<file path="config.mk">
export PLATFORM = sky130hd
export DESIGN_NAME = uart_rx_flat
export DESIGN_NICKNAME = d
export VERILOG_FILES = /design/src/rtl/uart_rx_pkg.sv /design/src/rtl/uart_rx_if.sv /design/src/rtl/uart_rx_sync.sv /design/src/rtl/uart_rx.sv /design/src/flat_wrapper.sv
export SDC_FILE = /design/constraint.sdc
export NUM_CORES = 1
export LEC_CHECK = 0
export ABC_AREA = 0
export CORE_UTILIZATION = 55
export CTS_CLUSTER_SIZE = 14
export DETAILED_ROUTE_END_ITERATION = 8
export DONT_BUFFER_PORTS = 1
export PLACE_DENSITY = 0.73
export SLEW_MARGIN = 20
export SYNTH_ARGS = -nofsm -noshare
export SYNTH_HDL_FRONTEND = slang
export SYNTH_SLANG_ARGS = --single-unit
</file>
<file path="constraint.sdc">
create_clock -name i_clk -period 1.8 [get_ports i_clk]
set_input_delay 0.27 -clock i_clk [delete_from_list [all_inputs] [get_ports i_clk]]
set_output_delay 0.27 -clock i_clk [all_outputs]
set_load 0.01 [all_outputs]
</file>
<file path="src/rtl/uart_rx_pkg.sv">
// Shared definitions for the UART receiver: FSM state encoding and default frame geometry.
// The optional parity bit is selected at build time with UART_RX_PARITY_EN.
package uart_rx_pkg;

    typedef enum logic [2:0] {
        IDLE   = 3'd0,
        START  = 3'd1,
        DATA   = 3'd2,
        PARITY = 3'd3,
        STOP   = 3'd4
    } rx_state_e;

    localparam int DEF_NB_BITS = 8;
    localparam int DEF_N_TICKS = 16;

endpackage

</file>
<file path="src/rtl/uart_rx_if.sv">
// Parallel-side bundle of the UART receiver: serial line, oversample tick, word and strobes.
// state mirrors the receiver FSM for observation; UART_RX_PARITY_EN does not change this bundle.
interface uart_rx_if
    import uart_rx_pkg::*;
#(
    parameter int NB_BITS = DEF_NB_BITS
);
    // Handshake: the receiver has no back-pressure. o_rx_done, o_frame_err and o_parity_err
    // are single-cycle strobes; o_data is valid from the o_rx_done cycle until the next one.
    logic               i_rx;
    logic               i_tick;
    logic [NB_BITS-1:0] o_data;
    logic               o_rx_done;
    logic               o_frame_err;
    logic               o_parity_err;
    rx_state_e          state;

    modport master (
        output i_rx,
        output i_tick,
        input  o_data,
        input  o_rx_done,
        input  o_frame_err,
        input  o_parity_err,
        input  state
    );

    modport slave (
        input  i_rx,
        input  i_tick,
        output o_data,
        output o_rx_done,
        output o_frame_err,
        output o_parity_err,
        output state
    );

endinterface

</file>
<file path="src/rtl/uart_rx_sync.sv">
// Two-flop synchronizer for the asynchronous serial line plus falling-edge detect.
// All flops reset to the idle-high line level, so reset never fakes a start edge.
module uart_rx_sync (
    input  logic i_clk,
    input  logic i_rst_n,
    input  logic rx,
    output logic rx_s,
    output logic fall
);

    logic meta;
    logic sync;
    logic prev;

    always_ff @(posedge i_clk or negedge i_rst_n) begin
        if (!i_rst_n) begin
            meta <= 1'b1;
            sync <= 1'b1;
            prev <= 1'b1;
        end else begin
            meta <= rx;
            sync <= meta;
            prev <= sync;
        end
    end

    assign rx_s = sync;
    assign fall = prev & ~sync;

endmodule

</file>
<file path="src/rtl/uart_rx.sv">
// UART receiver: 1 start, NB_BITS data (LSB first), optional even parity, 1 stop bit.
// Define UART_RX_PARITY_EN to expect a parity bit; otherwise o_parity_err is tied low.
module uart_rx
    import uart_rx_pkg::*;
#(
    parameter int NB_BITS = DEF_NB_BITS,
    parameter int N_TICKS = DEF_N_TICKS
) (
    input  logic      i_clk,
    input  logic      i_rst_n,
    uart_rx_if.slave  bus
);

    localparam int TW = $clog2(N_TICKS);
    localparam int BW = $clog2(NB_BITS + 1);

    localparam logic [TW-1:0] HALF_LAST = TW'(N_TICKS / 2 - 1);
    localparam logic [TW-1:0] FULL_LAST = TW'(N_TICKS - 1);
    localparam logic [BW-1:0] BIT_LAST  = BW'(NB_BITS - 1);

    logic               rx_s;
    logic               fall;
    rx_state_e          state;
    logic [TW-1:0]      tick_cnt;
    logic [BW-1:0]      bit_cnt;
    logic [NB_BITS-1:0] shreg;
    logic [NB_BITS-1:0] data_q;
    logic               done_q;
    logic               ferr_q;
`ifdef UART_RX_PARITY_EN
    logic               par_bit;
    logic               perr_q;
`endif

    uart_rx_sync u_sync (
        .i_clk   (i_clk),
        .i_rst_n (i_rst_n),
        .rx      (bus.i_rx),
        .rx_s    (rx_s),
        .fall    (fall)
    );

    // Every sample after the start-bit centre lands one full bit period later,
    // so DATA, PARITY and STOP all fire on tick_cnt == N_TICKS-1.
    always_ff @(posedge i_clk or negedge i_rst_n) begin
        if (!i_rst_n) begin
            state    <= IDLE;
            tick_cnt <= '0;
            bit_cnt  <= '0;
            shreg    <= '0;
            data_q   <= '0;
            done_q   <= 1'b0;
            ferr_q   <= 1'b0;
`ifdef UART_RX_PARITY_EN
            par_bit  <= 1'b0;
            perr_q   <= 1'b0;
`endif
        end else begin
            done_q <= 1'b0;
            ferr_q <= 1'b0;
`ifdef UART_RX_PARITY_EN
            perr_q <= 1'b0;
`endif
            case (state)
                IDLE: begin
                    // Only a 1->0 edge arms; a line stuck low stays ignored.
                    if (fall) begin
                        state    <= START;
                        tick_cnt <= '0;
                    end
                end

                START: begin
                    if (bus.i_tick) begin
                        if (tick_cnt == HALF_LAST) begin
                            tick_cnt <= '0;
                            if (!rx_s) begin
                                state   <= DATA;
                                bit_cnt <= '0;
                            end else begin
                                state <= IDLE;
                            end
                        end else begin
                            tick_cnt <= tick_cnt + 1'b1;
                        end
                    end
                end

                DATA: begin
                    if (bus.i_tick) begin
                        if (tick_cnt == FULL_LAST) begin
                            tick_cnt <= '0;
                            shreg    <= NB_BITS'({rx_s, shreg} >> 1);
                            bit_cnt  <= bit_cnt + 1'b1;
                            if (bit_cnt == BIT_LAST) begin
`ifdef UART_RX_PARITY_EN
                                state <= PARITY;
`else
                                state <= STOP;
`endif
                            end
                        end else begin
                            tick_cnt <= tick_cnt + 1'b1;
                        end
                    end
                end

`ifdef UART_RX_PARITY_EN
                PARITY: begin
                    if (bus.i_tick) begin
                        if (tick_cnt == FULL_LAST) begin
                            tick_cnt <= '0;
                            par_bit  <= rx_s;
                            state    <= STOP;
                        end else begin
                            tick_cnt <= tick_cnt + 1'b1;
                        end
                    end
                end
`endif

                STOP: begin
                    if (bus.i_tick) begin
                        if (tick_cnt == FULL_LAST) begin
                            tick_cnt <= '0;
                            state    <= IDLE;
                            if (rx_s) begin
                                data_q <= shreg;
                                done_q <= 1'b1;
                            end else begin
                                ferr_q <= 1'b1;
                            end
`ifdef UART_RX_PARITY_EN
                            perr_q <= (^shreg) ^ par_bit;
`endif
                        end else begin
                            tick_cnt <= tick_cnt + 1'b1;
                        end
                    end
                end

                default: begin
                    state    <= IDLE;
                    tick_cnt <= '0;
                end
            endcase
        end
    end

    assign bus.o_data      = data_q;
    assign bus.o_rx_done   = done_q;
    assign bus.o_frame_err = ferr_q;
    assign bus.state       = state;
`ifdef UART_RX_PARITY_EN
    assign bus.o_parity_err = perr_q;
`else
    assign bus.o_parity_err = 1'b0;
`endif

endmodule

</file>
<file path="src/flat_wrapper.sv">
// flat-port wrapper written by rule: the top's interface ports become plain ports
module uart_rx_flat import uart_rx_pkg::*;
#(
    parameter int NB_BITS = DEF_NB_BITS,
    parameter int N_TICKS = DEF_N_TICKS
)
  (i_clk, i_rst_n, bus_i_rx, bus_i_tick, bus_o_data, bus_o_rx_done, bus_o_frame_err, bus_o_parity_err, bus_state);
  uart_rx_if #(.NB_BITS(NB_BITS)) bus_i ();
  input  logic i_clk;
  input  logic i_rst_n;
  input wire logic [$bits(bus_i.i_rx)-1:0] bus_i_rx;
  input wire logic [$bits(bus_i.i_tick)-1:0] bus_i_tick;
  output wire logic [$bits(bus_i.o_data)-1:0] bus_o_data;
  output wire logic [$bits(bus_i.o_rx_done)-1:0] bus_o_rx_done;
  output wire logic [$bits(bus_i.o_frame_err)-1:0] bus_o_frame_err;
  output wire logic [$bits(bus_i.o_parity_err)-1:0] bus_o_parity_err;
  output wire logic [$bits(bus_i.state)-1:0] bus_state;
  assign bus_i.i_rx = bus_i_rx;
  assign bus_i.i_tick = bus_i_tick;
  assign bus_o_data = bus_i.o_data;
  assign bus_o_rx_done = bus_i.o_rx_done;
  assign bus_o_frame_err = bus_i.o_frame_err;
  assign bus_o_parity_err = bus_i.o_parity_err;
  assign bus_state = bus_i.state;
  uart_rx #(.NB_BITS(NB_BITS), .N_TICKS(N_TICKS)) u_core (.i_clk(i_clk), .i_rst_n(i_rst_n), .bus(bus_i));
endmodule
</file>
Yosys cells after proc, flatten, opt, wreduce, memory -nomap -nowiden
Index checks and enable logic that the tools add are counted. Widths: inputs -> output; s select.

Equal/unequal tests: 16. Reductions and logical operators: 8. Order comparisons: 0. Bitwise gates (word level): 2. Shift operators: 0. Div/mod/pow operators: 0. Muxes and demuxes: 30. Add/subtract/negate cells: 2. Multiply operators: 0.

Operators with widths (count): $mux 4 (10); $mux 3 (8); $ne 2x1->1 const B (6); $pmux 3 s4 (1); $pmux 4 s3 (1); $add 4x1->4 const B (2); $eq 4x3->1 const B (2); $mux 1 (8); $ne 2x2->1 const B (4); $pmux 4 s2 (1); $reduce_and 8->1 (1); $reduce_and 3->1 (2); $reduce_and 6->1 (1); $eq 4x4->1 const B (1); $reduce_and 4->1 (1); $eq 3x1->1 const B (1); $eq 3x2->1 const B (1); $eq 3x3->1 const B (1); $logic_not 3->1 (1); $mux 2 (1); $reduce_bool 2->1 (1); $reduce_or 2->1 (1); $and 1x1->1 (1); $not 1->1 (1).

Bits in registers: 32. Memory bits (read-only): 0. Bits in writable memories: 0. Word-level logic and storage cells: 68. Memories kept: 0. Output and inout port bits: 14. Bits of input ports: 4. Bits in latches: 0.

Longest topological paths before layout
Word-level depth: 5. Depth in mapped cells: 7. Mapped depth without buffers: 6.

Modules after synthesis
From an unflattened synthesis, not the netlist that was laid out.

Cell total of the unflattened synthesis: 112. Area, all modules: 1472.7 µm².

By module, submodules not included: uart_rx (area each 1380.1 µm², instances 1, sequential area each 725.7 µm², cells each 108); uart_rx_sync (area each 92.6 µm², instances 1, sequential area each 78.8 µm², cells each 4).

Worst setup path after synthesis
No wires, ideal clock.

Path kind: register to register. From: register u_core.tick_cnt[0]. To: register u_core.state[0], in the netlist u_core.bus.state[0]. Buffers on the path: 0. Period minus slack after synthesis: 1.869 ns. Required time: 1.673 ns. Setup time: 0.127 ns. Path slack: -0.069 ns. Data arrival time: 1.741 ns. Cell stages (with the launch flop): 7. Path through: dfrtp_1 ha_1 and2_1 a211o_1 a21boi_2 nand2b_4 mux2_1.

Word-level cells in the longest chain between the ends: 3. Elaborated cells on any way between the ends: 6. Those cells by class: eq/ne: 5; reduce/logical: 1.

RTL lines: from (decl) (RTL line uart_rx.sv:24) `logic [TW-1:0] tick_cnt;`; from (signal assigned) (RTL line uart_rx.sv:84) `tick_cnt <= tick_cnt + 1'b1;`; from (signal assigned) (RTL line uart_rx.sv:103) `tick_cnt <= tick_cnt + 1'b1;`; from (signal assigned) (RTL line uart_rx.sv:137) `tick_cnt <= tick_cnt + 1'b1;`; $eq 4x4->1 / $eq 4x3->1 (equally long branches) (RTL line uart_rx.sv:91, uart_rx.sv:124, uart_rx.sv:75); $ne 2x1->1 (no line); $reduce_and 8->1 (no line) *; to (signal assigned) (RTL line uart_rx.sv:99) `state <= STOP;`; to (signal assigned) (RTL line uart_rx.sv:126) `state <= IDLE;`; to (signal assigned) (RTL line uart_rx.sv:143) `state <= IDLE;`; to (decl) (RTL line uart_rx.sv:23) `rx_state_e state;`.

Mark *: on every way between the ends. The rest lies on a longest branch, timed or not. A chain may end at the register's enable or synchronous reset.

Worst setup path after layout
From: register u_core.tick_cnt[0]. To: register u_core.data_q[1], in the netlist u_core.bus.o_data[1].

Word-level cells in the longest chain between the ends: 2.

RTL lines: $eq 4x4->1 (RTL line uart_rx.sv:124) `if (tick_cnt == FULL_LAST) begin`; $reduce_and 4->1 (no line); to (signal assigned) (RTL line uart_rx.sv:128) `data_q <= shreg;`; to (decl) (RTL line uart_rx.sv:27) `logic [NB_BITS-1:0] data_q;`.

No other way between the ends.

==> out/qor.csv <==
stage;metric;value;unit
critical_path;crit_path_end_kind;flip-flop;
logic_synthesis;netlist.top_cell.by_area;dfrtp_1;
critical_path;critical_path_peak_fanout;4;
floorplan;core.rowCount;18;
critical_path;launching_element_type_of_the_critical_path;flip-flop;
drt;ant_nets;0;
logic_synthesis;synth_common_cells;dfrtp_1, mux2_1, mux2_2;
cts;htree_num_levels;2;
logic_synthesis;synth.yosys.seq_area_share;53.9;%
cts;clkSinkCount;32;
logic_synthesis;postSynthAreaPerCell;12.5;sq um
logic_synthesis;synth_area_leaders;dfrtp_1, mux2_1, mux2_2;
min_path;hold_start;bus_i_tick;
place;place.port_buffers;0;
sta;fin_hold_ws;0.245;ns
floorplan;boundaryPins;18;
cts;clockBufferDepth;2;
floorplan;coreArea;2520;sq um
cts;later_pin_clock_latency_in_the_skew_report;0.32;ns
drt;detail_route.iter0.violations;10;
critical_path;worstPathArrival;2.00;ns
min_path;hold_class;input pin to flip-flop;
job;maxCapViolCount;0;
drt;postRouteWirelength;2.74;mm
global_routing;via_count_of_the_first_global_routing_pass;962;
place;dp_hpwl;1.83;mm
logic_synthesis;synth_flop_cell;dfrtp_1;
logic_synthesis;number_of_enable_type_register_cells_in_the_synthesized_netlist;0;
logic_synthesis;synth_seq_cells;32;
power;vdd.ir_drop.worst;799;uV
global_routing;grt_use_total;20.7;%
sta;period_share;99.0;%
logic_synthesis;syn-cell-area;1490;sq um
layout;layout-drive-gt1-share;35.8;%
critical_path;worst_r2r_startpoint;u_core.tick_cnt[0];
sta;setup_repair_after_global_routing_missed_its_margin;true;
floorplan;die_height;54.1;microns
cts;tritoncts_clock_tree;yes;
floorplan;starting_density;59.1;%
drt;routedWlPerCell;16.7;microns
power;p_per_area;1100;nW/um^2
sta;report.final.hold_viol_count;0;
layout;postLayoutCoreUtil;67.7;%
cts;clockRootBuffer;clkbuf_4;
global_routing;grt_start_max_net_pins;33;
sta;fmax;561;MHz
sta;slew_violations;0;
place;routability_driven_placement_congestion_ratio;0.820;
status;run_status;completed;
cts;cts_buffers;5;
drt;vias;996;
logic_synthesis;synth-async-reset-ratio;100;%
global_routing;overflow;0;
floorplan;die_x;54.1;microns
layout;finish.net_count;140;
power;leakagePower;0.820;nW
sta;timing.final.setup_violations;0;
critical_path;setup.reg_to_reg.worst_slack;0.02;ns
logic_synthesis;most_numerous_cell_in_the_yosys_netlist;dfrtp_1;
cts;clkTransAtPathRegs;0.09;ns
critical_path;timing.critical_path.from;u_core.tick_cnt[0];
critical_path;timing_worst_setup_path_type;flip-flop to flip-flop;
place;post-place-cells;150;
logic_synthesis;yosys_warnings;0;
logic_synthesis;synth.lib_cells_used.distinct;41;
layout;layout.cells.non_filler;164;
sta;worst_clock_skew;0.00506;ns
global_routing;grt_antenna_before_repair;0;
drt;drt_drc_violations_left;0;
logic_synthesis;share_of_the_synthesized_area_in_the_top_cell_type;48.7;%
floorplan;dieArea;2920;sq um
layout;diodes;0;
global_routing;grt_first_pass_wirelength;4.14;mm
critical_path;critPathRequiredTime;2.02;ns
drt;route.detailed.vias_per_inst;6.07;
drt;first_pass_iters;4;
logic_synthesis;netlist_instances;119;
layout;syn2layout_area_growth;14.4;%
logic_synthesis;synth.net_count;125;
layout;nFillCells;177;
sta;final_period_minus_worst_setup_slack;1.78;ns
-- kinds of logic after synthesis --
family          count (synthesis)  synth area share [%]
compound gates                 25                  13.9
fa+ha+maj                       2                  1.68
buf+inv                         7                  3.19
flops                          32                  53.9
mux                            18                  13.6
other cells                     1                 0.251
simple gates                   34                  13.4
-- flip-flops by register name, summed over array words and instances (netlist names), 3 cells and up --
register,cells
u_core.bus.o_data,8
u_core.shreg,8
u_core.bit_cnt,4
u_core.tick_cnt,4
u_core.bus.state,3
-- critical path, cell delays in order, from the launching register on --
cell     delay [ns]
dfrtp_1        0.39
ha_2           0.21
and2_4         0.18
nand3_4        0.09
nor3b_4        0.32
nand2_2        0.16
mux2_1         0.33
-- timing repair --
action | CTS | global route
endpoints found under the setup margin | 0 | 9
hold buffers | 3 | 0
resized for setup | 0 | 11
setup buffers | 0 | 3
endpoints found under the hold margin | 33 | 0
-- final timing paths --
kind	endpoint	cells past startpoint
min in group asynchronous	u_core.bus.o_frame_err	2
setup / recovery	u_core.bus.o_data[1]	6
max in group asynchronous	u_core.u_sync.rx_s	2
setup reg to reg	u_core.bus.o_data[1]	6
hold / removal	u_core.bus.o_frame_err	3
hold reg to reg	u_core.u_sync.rx_s	0
-- layout by cell type, fill, tap and decap left out, types with 3 or more instances in the layout --
master and instances:
a22o_1 3, buf_4 9, clkbuf_4 5, dfrtp_1 29
dfstp_2 3, mux2_1 5, mux2_2 8, mux2_4 5
nand2_1 7, nor2_1 6, nor2b_1 4, o21ai_0 5
o21ai_1 3
-- power breakdown --
group,switching (mW),total (mW),internal [mW]
sequential,0.0652,0.847,0.781
clock,0.228,0.371,0.144
combinational,0.342,0.667,0.325
-- per-stage QoR --
step / worst slack (ns) / instance area (sq um) / power [mW] / setup TNS [ns]
6_report: 0.0172 / 1710 / 1.88 / 0
2_1_floorplan: 0.0194 / 1500 / 1.30 / 0
3_5_place_dp: 0.0308 / 1540 / 1.42 / 0
4_1_cts: 0.0119 / 1630 / 1.81 / 0
5_1_grt: -0.0601 / 1710 / 1.99 / -0.474
3_3_place_gp: 0.0780 / 1540 / 1.39 / 0
-- layout make-up --
class / instances / area (sq um) / share of cell area (%)
Inverter: 1 / 3.75 / 0.220
Clock inverter: 1 / 5.00 / 0.293
Timing Repair Buffer: 13 / 119 / 6.96
Clock buffer: 6 / 41.3 / 2.42
Multi-Input combinational cell: 81 / 696 / 40.8
Sequential cell: 32 / 805 / 47.1
Tap cell: 30 / 37.5 / 2.20
-- metal layers --
layer,global-route usage (%),routed length (microns),up-vias,share of wire (%)
li1,-,-,456,-
met1,23.7,1210,514,44
met2,34.4,1380,19,50
met3,7.63,98,7,3.6
met4,9.40,57,0,2.1
met5,0,0,-,0
Note: power is estimated with default switching activity, not from simulation.
